`config.mk`:
```
export PLATFORM = sky130hd
export DESIGN_NAME = ro_sense_ctrl
export DESIGN_NICKNAME = d
export VERILOG_FILES = /design/src/rtl/ro_pkg.sv /design/src/rtl/ro_add_tree.sv /design/src/rtl/ro_sense_ctrl.sv
export SDC_FILE = /design/constraint.sdc
export NUM_CORES = 1
export LEC_CHECK = 0
export ABC_AREA = 1
export CAP_MARGIN = 15
export CORE_MARGIN = 2
export CORE_UTILIZATION = 25
export CTS_CLUSTER_DIAMETER = 60
export DETAILED_ROUTE_END_ITERATION = 10
export PLACE_DENSITY = 0.41
export SKIP_CTS_REPAIR_TIMING = 1
export SLEW_MARGIN = 10
export SYNTH_ARGS = -nofsm -noshare
export SYNTH_HDL_FRONTEND = slang
export SYNTH_SLANG_ARGS = --single-unit
```
`constraint.sdc`:
```
create_clock -name clk -period 2.3 [get_ports clk]
set_input_delay 0.575 -clock clk [delete_from_list [all_inputs] [get_ports clk]]
set_output_delay 0.575 -clock clk [all_outputs]
set_load 0.005 [all_outputs]
```
`src/rtl/ro_pkg.sv`:
```
// ro_pkg: shared types and defaults for the ring-oscillator sense controller.
// Holds the FSM state enum, mode encodings and default parameter values.
package ro_pkg;

  typedef enum logic [2:0] {
    IDLE,
    ARM,
    COUNT,
    SUM,
    PUSH
  } ro_state_e;

  localparam logic RO_MODE_SINGLE = 1'b0;
  localparam logic RO_MODE_CONT   = 1'b1;

  localparam int RO_N_DEF     = 8;
  localparam int RO_WIDTH_DEF = 16;
  localparam int RO_NSW_DEF   = 3;
  localparam int RO_WINW_DEF  = 16;
  localparam int RO_FIFO_DEF  = 4;

endpackage

```
`src/rtl/ro_add_tree.sv`:
```
// ro_add_tree: pipelined N-input unsigned adder tree, one register per level.
// Ports: clk, rst_n, in_i (N packed WIDTH-bit lanes), in_valid_i, sum_o, valid_o.
module ro_add_tree #(
  parameter  int N     = 8,
  parameter  int WIDTH = 16,
  localparam int LVL   = $clog2(N),
  localparam int OW    = WIDTH + LVL
) (
  input  logic               clk,
  input  logic               rst_n,
  input  logic [N*WIDTH-1:0] in_i,
  input  logic               in_valid_i,
  output logic [OW-1:0]      sum_o,
  output logic               valid_o
);

  // Heap layout: node i sums children 2i and 2i+1;
  // indices N..2N-1 are the (unregistered) leaves.
  logic [OW-1:0]  node_q [1:N-1];
  logic [OW-1:0]  full   [2:2*N-1];
  logic [LVL-1:0] vld_q;

  always_comb begin
    for (int i = 2; i < N; i++) begin
      full[i] = node_q[i];
    end
    for (int i = 0; i < N; i++) begin
      full[N+i] = OW'(in_i[i*WIDTH +: WIDTH]);
    end
  end

  always_ff @(posedge clk or negedge rst_n) begin
    if (!rst_n) begin
      for (int i = 1; i < N; i++) begin
        node_q[i] <= '0;
      end
      vld_q <= '0;
    end else begin
      for (int i = 1; i < N; i++) begin
        node_q[i] <= full[2*i] + full[2*i+1];
      end
      vld_q[0] <= in_valid_i;
      for (int l = 1; l < LVL; l++) begin
        vld_q[l] <= vld_q[l-1];
      end
    end
  end

  assign sum_o   = node_q[1];
  assign valid_o = vld_q[LVL-1];

endmodule

```
`src/rtl/ro_sense_ctrl.sv`:
```
// ro_sense_ctrl: ring-oscillator edge counter, masked window sum/accumulate,
// result FIFO with valid/ready drain and sticky overflow.
// Ports: clk, rst_n, go, mode, num_samples, window_cycles, ch_mask, ro_in,
// result, result_valid, result_ready, busy, overflow,
// ch_sat (only when RO_SAT_FLAG_EN is defined: sticky per-channel saturation).
module ro_sense_ctrl
  import ro_pkg::*;
#(
  parameter  int N                = RO_N_DEF,
  parameter  int WIDTH            = RO_WIDTH_DEF,
  parameter  int NUM_SAMPLE_WIDTH = RO_NSW_DEF,
  parameter  int WINDOW_WIDTH     = RO_WINW_DEF,
  parameter  int FIFO_DEPTH       = RO_FIFO_DEF,
  localparam int ACC_WIDTH        = WIDTH + $clog2(N) + NUM_SAMPLE_WIDTH
) (
  input  logic                        clk,
  input  logic                        rst_n,
  input  logic                        go,
  input  logic                        mode,
  input  logic [NUM_SAMPLE_WIDTH-1:0] num_samples,
  input  logic [WINDOW_WIDTH-1:0]     window_cycles,
  input  logic [N-1:0]                ch_mask,
  input  logic [N-1:0]                ro_in,
  output logic [ACC_WIDTH-1:0]        result,
  output logic                        result_valid,
  input  logic                        result_ready,
  output logic                        busy,
`ifdef RO_SAT_FLAG_EN
  output logic                        overflow,
  output logic [N-1:0]                ch_sat
`else
  output logic                        overflow
`endif
);

  localparam int LVL = $clog2(N);
  localparam int SW  = WIDTH + LVL;
  localparam int AW  = $clog2(FIFO_DEPTH);
  localparam int SCW = $clog2(LVL + 1);

  localparam logic [SCW-1:0]   SUM_LAST = SCW'(LVL - 1);
  localparam logic [WIDTH-1:0] CNT_MAX  = '1;

  ro_state_e state_q;

  logic                        go_q;
  logic                        busy_q;
  logic                        ovf_q;
  logic                        mode_q;
  logic [NUM_SAMPLE_WIDTH-1:0] ns_q;
  logic [NUM_SAMPLE_WIDTH-1:0] idx_q;
  logic [WINDOW_WIDTH-1:0]     win_q;
  logic [WINDOW_WIDTH-1:0]     wcnt_q;
  logic [SCW-1:0]              scnt_q;
  logic [N-1:0]                mask_q;

  logic [N-1:0] s1_q;
  logic [N-1:0] s2_q;
  logic [N-1:0] s3_q;
  logic [N-1:0] ro_edge;

  logic [WIDTH-1:0] cnt_q [N];

  logic [N*WIDTH-1:0] tree_in;
  logic               tree_in_vld;
  logic [SW-1:0]      tree_sum;
  logic               tree_vld;

  logic [ACC_WIDTH-1:0] acc_q;
  logic [ACC_WIDTH-1:0] acc_d;

  logic [ACC_WIDTH-1:0] mem_q [FIFO_DEPTH];
  logic [AW:0]          wptr_q;
  logic [AW:0]          rptr_q;

  logic go_start;
  logic cnt_en;
  logic cnt_clr;
  logic win_end;
  logic sum_end;
  logic more_win;
  logic full;
  logic empty;
  logic push;
  logic pop;
  logic push_ok;
  logic drop;

  // Single mode starts on a go edge, continuous on go level.
  assign go_start = (mode == RO_MODE_CONT) ? go : (go & ~go_q);

  assign ro_edge  = s2_q & ~s3_q;
  assign cnt_en   = (state_q == COUNT);
  assign win_end  = (wcnt_q == win_q - WINDOW_WIDTH'(1));
  assign sum_end  = (state_q == SUM) && (scnt_q == SUM_LAST);
  assign more_win = (idx_q != ns_q);
  assign cnt_clr  = (state_q == ARM) || (sum_end && more_win);

  // Input synchronisers run in every state.
  always_ff @(posedge clk or negedge rst_n) begin
    if (!rst_n) begin
      s1_q <= '0;
      s2_q <= '0;
      s3_q <= '0;
    end else begin
      s1_q <= ro_in;
      s2_q <= s1_q;
      s3_q <= s2_q;
    end
  end

  always_ff @(posedge clk or negedge rst_n) begin
    if (!rst_n) begin
      for (int i = 0; i < N; i++) begin
        cnt_q[i] <= '0;
      end
    end else if (cnt_clr) begin
      for (int i = 0; i < N; i++) begin
        cnt_q[i] <= '0;
      end
    end else if (cnt_en) begin
      for (int i = 0; i < N; i++) begin
        if (ro_edge[i] && cnt_q[i] != CNT_MAX) begin
          cnt_q[i] <= cnt_q[i] + WIDTH'(1);
        end
      end
    end
  end

  always_comb begin
    tree_in = '0;
    for (int i = 0; i < N; i++) begin
      tree_in[i*WIDTH +: WIDTH] = mask_q[i] ? cnt_q[i] : '0;
    end
  end

  // Counters are stable through SUM, so only the first SUM cycle
  // needs to be tagged valid.
  assign tree_in_vld = (state_q == SUM) && (scnt_q == '0);

  ro_add_tree #(
    .N    (N),
    .WIDTH(WIDTH)
  ) u_tree (
    .clk       (clk),
    .rst_n     (rst_n),
    .in_i      (tree_in),
    .in_valid_i(tree_in_vld),
    .sum_o     (tree_sum),
    .valid_o   (tree_vld)
  );

  // The tree result lands in the cycle after SUM (PUSH or the next
  // COUNT), so PUSH stores the accumulator including that last sum.
  assign acc_d = acc_q + (tree_vld ? ACC_WIDTH'(tree_sum) : '0);

  always_ff @(posedge clk or negedge rst_n) begin
    if (!rst_n) begin
      acc_q <= '0;
    end else if (state_q == ARM) begin
      acc_q <= '0;
    end else begin
      acc_q <= acc_d;
    end
  end

  assign full  = (wptr_q[AW] != rptr_q[AW]) &&
                 (wptr_q[AW-1:0] == rptr_q[AW-1:0]);
  assign empty = (wptr_q == rptr_q);
  assign push  = (state_q == PUSH);
  assign pop   = ~empty & result_ready;

  // A pop in the same cycle frees the slot a full-FIFO push needs.
  assign push_ok = push & (~full | pop);
  assign drop    = push & full & ~pop;

  always_ff @(posedge clk or negedge rst_n) begin
    if (!rst_n) begin
      for (int i = 0; i < FIFO_DEPTH; i++) begin
        mem_q[i] <= '0;
      end
      wptr_q <= '0;
      rptr_q <= '0;
    end else begin
      if (push_ok) begin
        mem_q[wptr_q[AW-1:0]] <= acc_d;
        wptr_q <= wptr_q + (AW+1)'(1);
      end
      if (pop) begin
        rptr_q <= rptr_q + (AW+1)'(1);
      end
    end
  end

  always_ff @(posedge clk or negedge rst_n) begin
    if (!rst_n) begin
      state_q <= IDLE;
      go_q    <= 1'b0;
      busy_q  <= 1'b0;
      ovf_q   <= 1'b0;
      mode_q  <= RO_MODE_SINGLE;
      ns_q    <= '0;
      idx_q   <= '0;
      win_q   <= WINDOW_WIDTH'(1);
      wcnt_q  <= '0;
      scnt_q  <= '0;
      mask_q  <= '0;
    end else begin
      go_q <= go;
      unique case (state_q)
        IDLE: begin
          if (go_start) begin
            state_q <= ARM;
            busy_q  <= 1'b1;
            ovf_q   <= 1'b0;
          end
        end
        ARM: begin
          mode_q  <= mode;
          ns_q    <= num_samples;
          mask_q  <= ch_mask;
          win_q   <= (window_cycles == '0) ?
                     WINDOW_WIDTH'(1) : window_cycles;
          idx_q   <= '0;
          wcnt_q  <= '0;
          scnt_q  <= '0;
          state_q <= COUNT;
        end
        COUNT: begin
          if (win_end) begin
            wcnt_q  <= '0;
            scnt_q  <= '0;
            state_q <= SUM;
          end else begin
            wcnt_q <= wcnt_q + WINDOW_WIDTH'(1);
          end
        end
        SUM: begin
          if (sum_end) begin
            if (more_win) begin
              idx_q   <= idx_q + NUM_SAMPLE_WIDTH'(1);
              state_q <= COUNT;
            end else begin
              state_q <= PUSH;
            end
          end else begin
            scnt_q <= scnt_q + SCW'(1);
          end
        end
        PUSH: begin
          if (drop) begin
            ovf_q <= 1'b1;
          end
          if (mode_q == RO_MODE_CONT && go) begin
            state_q <= ARM;
          end else begin
            state_q <= IDLE;
            busy_q  <= 1'b0;
          end
        end
        default: begin
          state_q <= IDLE;
          busy_q  <= 1'b0;
        end
      endcase
    end
  end

`ifdef RO_SAT_FLAG_EN
  logic [N-1:0] sat_q;

  always_ff @(posedge clk or negedge rst_n) begin
    if (!rst_n) begin
      sat_q <= '0;
    end else if (state_q == IDLE && go_start) begin
      sat_q <= '0;
    end else if (cnt_en) begin
      for (int i = 0; i < N; i++) begin
        if (ro_edge[i] && cnt_q[i] >= CNT_MAX - WIDTH'(1)) begin
          sat_q[i] <= 1'b1;
        end
      end
    end
  end

  assign ch_sat = sat_q;
`endif

  assign result       = mem_q[rptr_q[AW-1:0]];
  assign result_valid = ~empty;
  assign busy         = busy_q;
  assign overflow     = ovf_q;

endmodule

```
==> results.cfg, run 1 <==
[worst_setup_path]
cp-end-kind = output port
rr_worst_depth = 12
cp-start-kind = flop
r2r-end = mem_q[86]
crit_required_ps = 1730
worst-path-max-fanout = 5
ff2ff_setup_slack_ps = -70
worstPathArrival_ps = 1940
rr_startpoint = u_tree.vld_q[2]
path_class = flop to output port

[logic_synthesis]
synth_top_area_share_pct = 41.8
yosys-top-cells-area = dfrtp_1, nand2_1, ha_1, inv_1, xor2_1
synth.most_common_cell = nand2_1
async_reset_ff_share_pct = 100
ys_seq_area_share_pct = 41.9
synth_edf_count = 0
synth_seq_cells = 449
netlist_top_cells_count = nand2_1, dfrtp_1, inv_1
synth_top_cell_by_area = dfrtp_1
syn_area_um2 = 26800
synthCells = 3377
avgSynthCellArea_um2 = 7.93
synth-main-ff-cell = dfrtp_1
synth_fp_nets = 3578
ys_warn_count = 0
yosysUniqueCellTypes = 61

[power]
clkPwrFrac_pct = 42.1
pwr_density_cell_nw_per_um2 = 706
vdd_drop_max_mv = 0.452
p_switching_mw = 7.48
sw_frac_of_total_pct = 30.5
intPower_mw = 17.1
total_power_mw = 24.5
pwr-share-comb_pct = 20.5
power.leakage_nw = 17.6
seq_power_share_pct = 37.4

[clocking]
cts_buffers = 68
root_buffer = clkbuf_16
htreeDepth = 3
clk_pin_slew_ps = 50
clock_path_buffers = 3
clk_latency_ps = 620
cts_tree = yes
cts_sinks = 449

[die]
start_util_pct = 25.1
die-area_um2 = 110000
core_area_um2 = 107000
std_cell_rows = 120
die_h_um = 331
die_w_um = 331
ios = 65

[routing]
routed_wl_um = 77600
drtPass1Iterations = 6
drt_iter0_markers = 1360
drcViolationCount = 0
viasPerCell = 4.45
ant_nets = 0
wl_per_cell_um = 15.1
route.vias.total = 22837

[cells_and_area]
area_delta_synth_final_pct = 29.8
nNetsFinal = 3878
drive_above_1_share_pct = 19.3
fill_cells = 11266
register_area_um2 = 11200
final_util_pct = 32.6
multi_input_area_um2 = 14700
diodes = 0

[timing]
clock_skew_ps = 21.2
setup_slack_ps = -213
setup_violations = 58
drv_slew = 0
tns_ps = -3490
relSlewSlack_pct = 60.8
worstMarginPinSlew_ps = 588
finalCriticalPeriod_ps = 2510
fmax_ghz = 0.398
rsz0062_at_grt = yes
timing.final.crit_share_pct = 109
hold_viol = 0

[global_route]
antenna_found_initial = 0
gr-total-overflow = 0
track_usage_pct = 14.0
grt_max_degree = 79
first_global_vias = 23146
grt_pass1_wl_um = 126000

[place]
io_buffer_count = 64
hpwl_um = 56800
gp_congestion = 0.848

[worst_hold_path]
hold_depth = 0
hold_path.startpoint = s1_q[2]
hold_path_class = flop to flop
hold_end = s2_q[2]

[run]
max_cap_viol_count = 0

[status]
violations = negative setup slack
outcome = complete, but fails checks
==> cell usage in the layout, fill, tap and decap left out, drive strengths merged, types with 11 or more instances in the layout <==
cell           instances
nand2                807
inv                  454
dfrtp                448
o21ai                283
nor2                 267
buf                  261
a21oi                195
nand3                179
ha                   153
xor2                 141
clkbuf                99
nor3                  66
nand4                 56
xnor2                 55
clkdlybuf4s50         40
o31ai                 36
o22ai                 28
nor4                  27
clkinv                20
a21o                  11
nand3b                11
a31oi                 11
==> worst max-delay path by stage <==
| stage | startpoint | end | slack, ps | cells past startpoint |
|---|---|---|---|---|
| floorplan | mask_q[4] | u_tree.full[185] | 6 | 13 |
| global placement | u_tree.vld_q[2] | mem_q[75] | -90 | 11 |
| detailed placement | u_tree.vld_q[2] | mem_q[31] | -130 | 11 |
| CTS | rptr_q[0] | result[21] | -650 | 4 |
| global route | rptr_q[0] | result_valid | -320 | 6 |
| finish | rptr_q[1] | result_valid | -210 | 5 |
==> area by class of cell <==
class / instances / area share [%]
Clock buffer: 89 / 5.62
Clock inverter: 30 / 0.831
Inverter: 451 / 4.96
Multi-Input combinational cell: 2388 / 42.4
Sequential cell: 449 / 32.3
Tap cell: 1403 / 5.05
Timing Repair Buffer: 319 / 8.80
==> per-layer routing <==
metal  GRT usage, %  up-vias  part of all wire (%)  wire length, um
li1               -    11662                     -                -
met1           19.4    10796                    49            38000
met2           22.7      267                    46            35800
met3           2.06      112                   2.7             2100
met4           3.79        0                   2.1             1650
met5              0        -                     0                0
==> state kept, by name (all words and copies together), names as in the netlist, 2 cells and up <==
register,cells
u_tree.vld_q,3
s3_q,8
scnt_q,2
mask_q,8
s2_q,8
wptr_q,3
state_q,3
win_q,16
cnt_q,128
s1_q,8
ns_q,3
idx_q,3
u_tree.sum_o,19
wcnt_q,16
u_tree.full,104
mem_q,88
rptr_q,3
acc_q,22
==> per-stage QoR <==
step	cells	worst slack, ps	hold slack [ps]	cell area (um^2)
after global routing	5129	-317	354	34800
after global placement	4969	-87.3	333	30700
final	5129	-213	344	34800
after CTS	5088	-653	-225	32900
after detailed placement	4969	-133	335	30700
after floorplan	3377	5.51	279	26800
==> logic make-up after synthesis <==
kind of cell             Yosys count  synth area share, %
XOR/XNOR                         196                 6.41
AO/OA/AOI/OAI                    603                 12.5
adder cells (fa/ha/maj)          161                 7.74
flip-flops                       449                 41.9
buffers and inverters            540                 8.14
AND/OR/NAND/NOR                 1428                 23.3
==> critical path: stages, from the launching register on <==
cell and delay [ps]:
dfrtp_2 450, buf_6 150, clkbuf_16 160, xnor2_4 140, nand4_1 220, buf_2 210
==> power by group through the flow <==
stage          combinational (mW)  sequential, mW  clock (mW)
2_1_floorplan                3.19            9.12           0
3_3_place_gp                 4.95            9.33           0
3_5_place_dp                 4.96            9.33           0
4_1_cts                      4.99            9.19        10.7
5_1_grt                      5.79            9.27        11.0
6_report                     5.03            9.18        10.3
Note: power is estimated with default switching activity, not from simulation.
==> run 2: changes to the inputs <==
--- a/config.mk
+++ b/config.mk
@@ -6,12 +6,12 @@
 export NUM_CORES = 1
 export LEC_CHECK = 0
 export ABC_AREA = 1
-export CAP_MARGIN = 15
+export CAP_MARGIN = 20
 export CORE_MARGIN = 2
-export CORE_UTILIZATION = 25
+export CORE_UTILIZATION = 50
 export CTS_CLUSTER_DIAMETER = 60
 export DETAILED_ROUTE_END_ITERATION = 10
-export PLACE_DENSITY = 0.41
+export PLACE_DENSITY = 0.7
 export SKIP_CTS_REPAIR_TIMING = 1
 export SLEW_MARGIN = 10
 export SYNTH_ARGS = -nofsm -noshare
==> run 2 against run 1 <==
Net effect: the run still ends with negative setup slack left; clock skew is 5.7 ps lower; design area is 6.0% lower; wire length is 13% lower; first-iteration DRC count is 10% higher; critical path type unchanged; hold slack hardly changed; maximum frequency is 3.3% higher; worst setup slack better by 81 ps; sequential cell count stayed put; critical path depth is 1 higher.
==> results.cfg, run 2 (same netlist as run 1, synthesis figures left out) <==
[routing]
ant_nets = 0
viasPerCell = 5.34
wl_per_cell_um = 15.6
drtPass1Iterations = 5
wl_met3_um = 2950
wl_met1_um = 30100
drt_iter0_markers = 1500
routed_wl_um = 67600
route.vias.total = 23086
wl_met2_um = 32500
drcViolationCount = 0
routed.top_layer = met4

[worst_setup_path]
cp-start-kind = flop
crit_required_ps = 1730
cp-end-kind = output port
ff2ff_setup_slack_ps = -80
path_class = flop to output port
r2r-end = mem_q[63]
worst-path-max-fanout = 8
rr_startpoint = u_tree.vld_q[2]
worstPathArrival_ps = 1860
rr_worst_depth = 15

[timing]
setup_slack_ps = -133
rsz0062_at_grt = yes
hold_viol = 0
finalCriticalPeriod_ps = 2430
worstMarginPinSlew_ps = 611
whs_ps = 345
relSlewSlack_pct = 58.9
timing.final.crit_share_pct = 106
drv_slew = 0
setup_violations = 45
tns_ps = -2200
fmax_ghz = 0.411
clock_skew_ps = 15.4

[status]
outcome = complete, but fails checks
violations = negative setup slack

[place]
hpwl_um = 47700
dp.cells = 4194
place_area_um2 = 29200
gp_congestion = 0.917
place_ws_ps = -148
io_buffer_count = 64

[clocking]
clk_latency_ps = 610
clock_path_buffers = 3
cts_sinks = 449
cts_buffers = 53
clk_pin_slew_ps = 60
cts_tree = yes
htreeDepth = 2
root_buffer = clkbuf_16

[cells_and_area]
top_register = cnt_q
drive_above_1_share_pct = 17.7
layout_commonest_cell = nand2_1
diodes = 0
fill_cells = 4517
final_area_um2 = 32700
largest_reg_flops = 128
nNetsFinal = 3795
area_delta_synth_final_pct = 22.0
finalNonFillerCells = 4325
mostFrequentLayoutCells = nand2_1, dfrtp_1, inv_1, nor2_1, a21oi_1

[global_route]
grt_pass1_wl_um = 107000
track_usage_pct = 23.3
first_global_vias = 21842
gr-total-overflow = 0
antenna_found_initial = 1
grt_max_degree = 90

[die]
start_util_pct = 50.8
core_area_um2 = 52800
die-area_um2 = 55500
die_w_um = 235
ios = 65
std_cell_rows = 84
die_h_um = 235

[run]
max_cap_viol_count = 0

[worst_hold_path]
hold_path_class = flop to flop
hold_depth = 0
hold_end = s2_q[0]
hold_path.startpoint = s1_q[0]

[power]
pwr_density_cell_nw_per_um2 = 693
power.leakage_nw = 16.9
vdd_drop_max_mv = 0.573
==> run 2: stage by stage <==
stage	util [%]	total power, mW
floorplan	-	12.3
global placement	55.4	13.8
detailed placement	55.4	13.9
CTS	58.8	22.7
global route	62.0	23.9
finish	62.0	22.6
==> run 2: power breakdown <==
| group | leakage, nW | internal [mW] | switching, mW |
|---|---|---|---|
| Sequential | 5.85 | 8.65 | 0.527 |
| Clock | 0.906 | 5.23 | 3.53 |
| Combinational | 10.1 | 1.89 | 2.82 |
| Total | 16.9 | 15.8 | 6.88 |
==> run 2: worst max-delay path by stage <==
| stage | from | endpoint | slack (ps) | depth (start not counted) |
|---|---|---|---|---|
| finish | rptr_q[0] | result[1] | -130 | 6 |
| global route | u_tree.vld_q[2] | mem_q[82] | -260 | 17 |
| CTS | rptr_q[0] | result[17] | -520 | 5 |
| detailed placement | u_tree.vld_q[2] | mem_q[42] | -150 | 12 |
| global placement | u_tree.vld_q[2] | mem_q[43] | -80 | 13 |
| floorplan | mask_q[4] | u_tree.full[185] | 6 | 13 |
==> run 2: final cells by class <==
type	instances	area [um^2]	share of cell area (%)
Clock buffer	70	1470	4.50
Sequential cell	449	11200	34.4
Inverter	451	1720	5.25
Multi-Input combinational cell	2388	14700	44.8
Timing Repair Buffer	251	2390	7.30
Clock inverter	28	362	1.11
Tap cell	688	861	2.63
==> run 2: per-layer routing <==
layer	track usage [%]	vias up
met5	0	-
met3	3.18	119
met4	7.39	0
li1	-	11524
met1	31.2	10929
met2	39.4	514
==> run 2: worst max-delay path, stage by stage (launching register included) <==
cell and delay, ps:
dfrtp_2 450, clkinv_4 130, buf_4 160, buf_6 130, o21ai_2 120, o22ai_2 100
dlymetal6s2s_1 160
==> run 3: changes to the inputs <==
--- a/config.mk
+++ b/config.mk
@@ -7,6 +7,7 @@
 export LEC_CHECK = 0
 export ABC_AREA = 1
 export CAP_MARGIN = 20
+export CORE_ASPECT_RATIO = 1.2
 export CORE_MARGIN = 2
 export CORE_UTILIZATION = 50
 export CTS_CLUSTER_DIAMETER = 60
==> run 3 against run 2 <==
Net effect: the run still ends with negative setup slack left; maximum frequency about the same; first-iteration DRC count decreased by 9.8%; via count decreased by 1.8%; non-clock buffer count decreased by 23; clock skew decreased by 3.4 ps; power decreased by 1.0%; hold slack improved by 1.9 ps; wire length decreased by 2.6%; worst setup slack got worse by 1.1 ps; sequential share of layout area increased by 0.68 points; largest cell class unchanged.
==> results.cfg, run 3 (same netlist as run 1, synthesis figures left out) <==
[status]
outcome = complete, but fails checks
violations = negative setup slack

[clocking]
clk_pin_slew_ps = 60
cts_tree = yes
htreeDepth = 2
clk_latency_ps = 590
clock_path_buffers = 3
cts_buffers = 50
root_buffer = clkbuf_16
cts_sinks = 449

[timing]
setup_violations = 34
timing.final.crit_share_pct = 106
clock_skew_ps = 12.1
setup_slack_ps = -134
finalCriticalPeriod_ps = 2430
worstMarginPinSlew_ps = 703
drv_slew = 0
hold_viol = 0
relSlewSlack_pct = 52.7
rsz0062_at_grt = yes
fmax_ghz = 0.411

[cells_and_area]
layout_commonest_cell = nand2_1
top_register = cnt_q
area_delta_synth_final_pct = 19.7
diodes = 0
drive_above_1_share_pct = 14.7
nNetsFinal = 3769
largest_reg_flops = 128
finalNonFillerCells = 4314
mostFrequentLayoutCells = nand2_1, dfrtp_1, inv_1, nor2_1, a21oi_1

[power]
total_power_mw = 22.4
vdd_drop_max_mv = 0.608
pwr_density_cell_nw_per_um2 = 699
power.leakage_nw = 16.6

[die]
die-area_um2 = 55500
die_w_um = 215
die_h_um = 258
core_area_um2 = 52700
start_util_pct = 50.8
ios = 65
std_cell_rows = 92

[worst_setup_path]
crit_required_ps = 1730
worst-path-max-fanout = 6
path_class = flop to output port
worstPathArrival_ps = 1860
cp-end-kind = output port
cp-start-kind = flop

[routing]
drtPass1Iterations = 5
route.vias.total = 22671
drt_iter0_markers = 1353
ant_nets = 0
wl_per_cell_um = 15.3
viasPerCell = 5.26
routed_wl_um = 65800
drcViolationCount = 0

[global_route]
first_global_vias = 22345
antenna_found_initial = 0
track_usage_pct = 23.4
grt_max_degree = 76
grt_pass1_wl_um = 108000
gr-total-overflow = 0

[place]
io_buffer_count = 64
hpwl_um = 48300
place_ws_ps = -91.0
gp_congestion = 0.939
dp.cells = 4208

[worst_hold_path]
hold_path_class = flop to flop

[run]
max_cap_viol_count = 0
run 3: changes by cell type in the layout (fill, tap and decap cells not counted), moves of 14 or more:
cell     previous run  this run
nor2_1            204       230
o21ai_0           136       162
buf_4             145       122
o21ai_2            59        37
nand2_1           748       763
nor2_2             46        32
run 3: metal layers:
| layer | vias to the layer above | wire, um | GRT usage (%) |
|---|---|---|---|
| met5 | - | 0 | 0 |
| met4 | 0 | 2140 | 7.89 |
| met3 | 134 | 2260 | 3.11 |
| met2 | 415 | 32800 | 41.7 |
| met1 | 10698 | 28600 | 29.3 |
| li1 | 11424 | - | - |
run 3: final timing paths:
path / to / depth (start not counted) / startpoint / slack [ps]
worst max register to register: mem_q[16] / 16 / u_tree.vld_q[2] / -70
worst min-delay path: s2_q[0] / 0 / s1_q[0] / 350
max in group asynchronous: mask_q[0] / 3 / rst_n / 1040
worst max-delay path: result[11] / 6 / rptr_q[0] / -130
worst min register to register: s2_q[0] / 0 / s1_q[0] / 350
min in group asynchronous: wcnt_q[12] / 2 / rst_n / 500
run 3: metrics by stage:
| stage | hold slack, ps | setup TNS [ps] | util (%) | cell area (um^2) |
|---|---|---|---|---|
| 3_3_place_gp | 331 | -1150 | 55.5 | 29300 |
| 6_report | 346 | -1930 | 60.8 | 32100 |
| 3_5_place_dp | 336 | -3010 | 55.5 | 29300 |
| 2_1_floorplan | 279 | 0 | - | 26800 |
| 5_1_grt | 352 | -7600 | 60.8 | 32100 |
| 4_1_cts | -115 | -15230 | 58.9 | 31000 |
run 3: critical path, stage by stage (launching register included):
cell and delay (ps):
dfrtp_2 470, clkinv_4 130, buf_6 150, clkbuf_16 160, o21ai_2 130, o22ai_2 90, buf_2 140
run 3: area by class of cell:
type                            instances  area, um^2
Sequential cell                       449       11200
Fill cell                            4684       20700
Clock buffer                           64        1400
Multi-Input combinational cell       2388       14200
Clock inverter                         29         387
Tap cell                              705         882
Timing Repair Buffer                  228        2240
Inverter                              451        1710
run 3: power by group:
part	internal [mW]	switching, mW	total (mW)
logic	1.94	2.73	4.66
registers	8.65	0.534	9.18
clock network	5.13	3.44	8.57
total	15.7	6.70	22.4
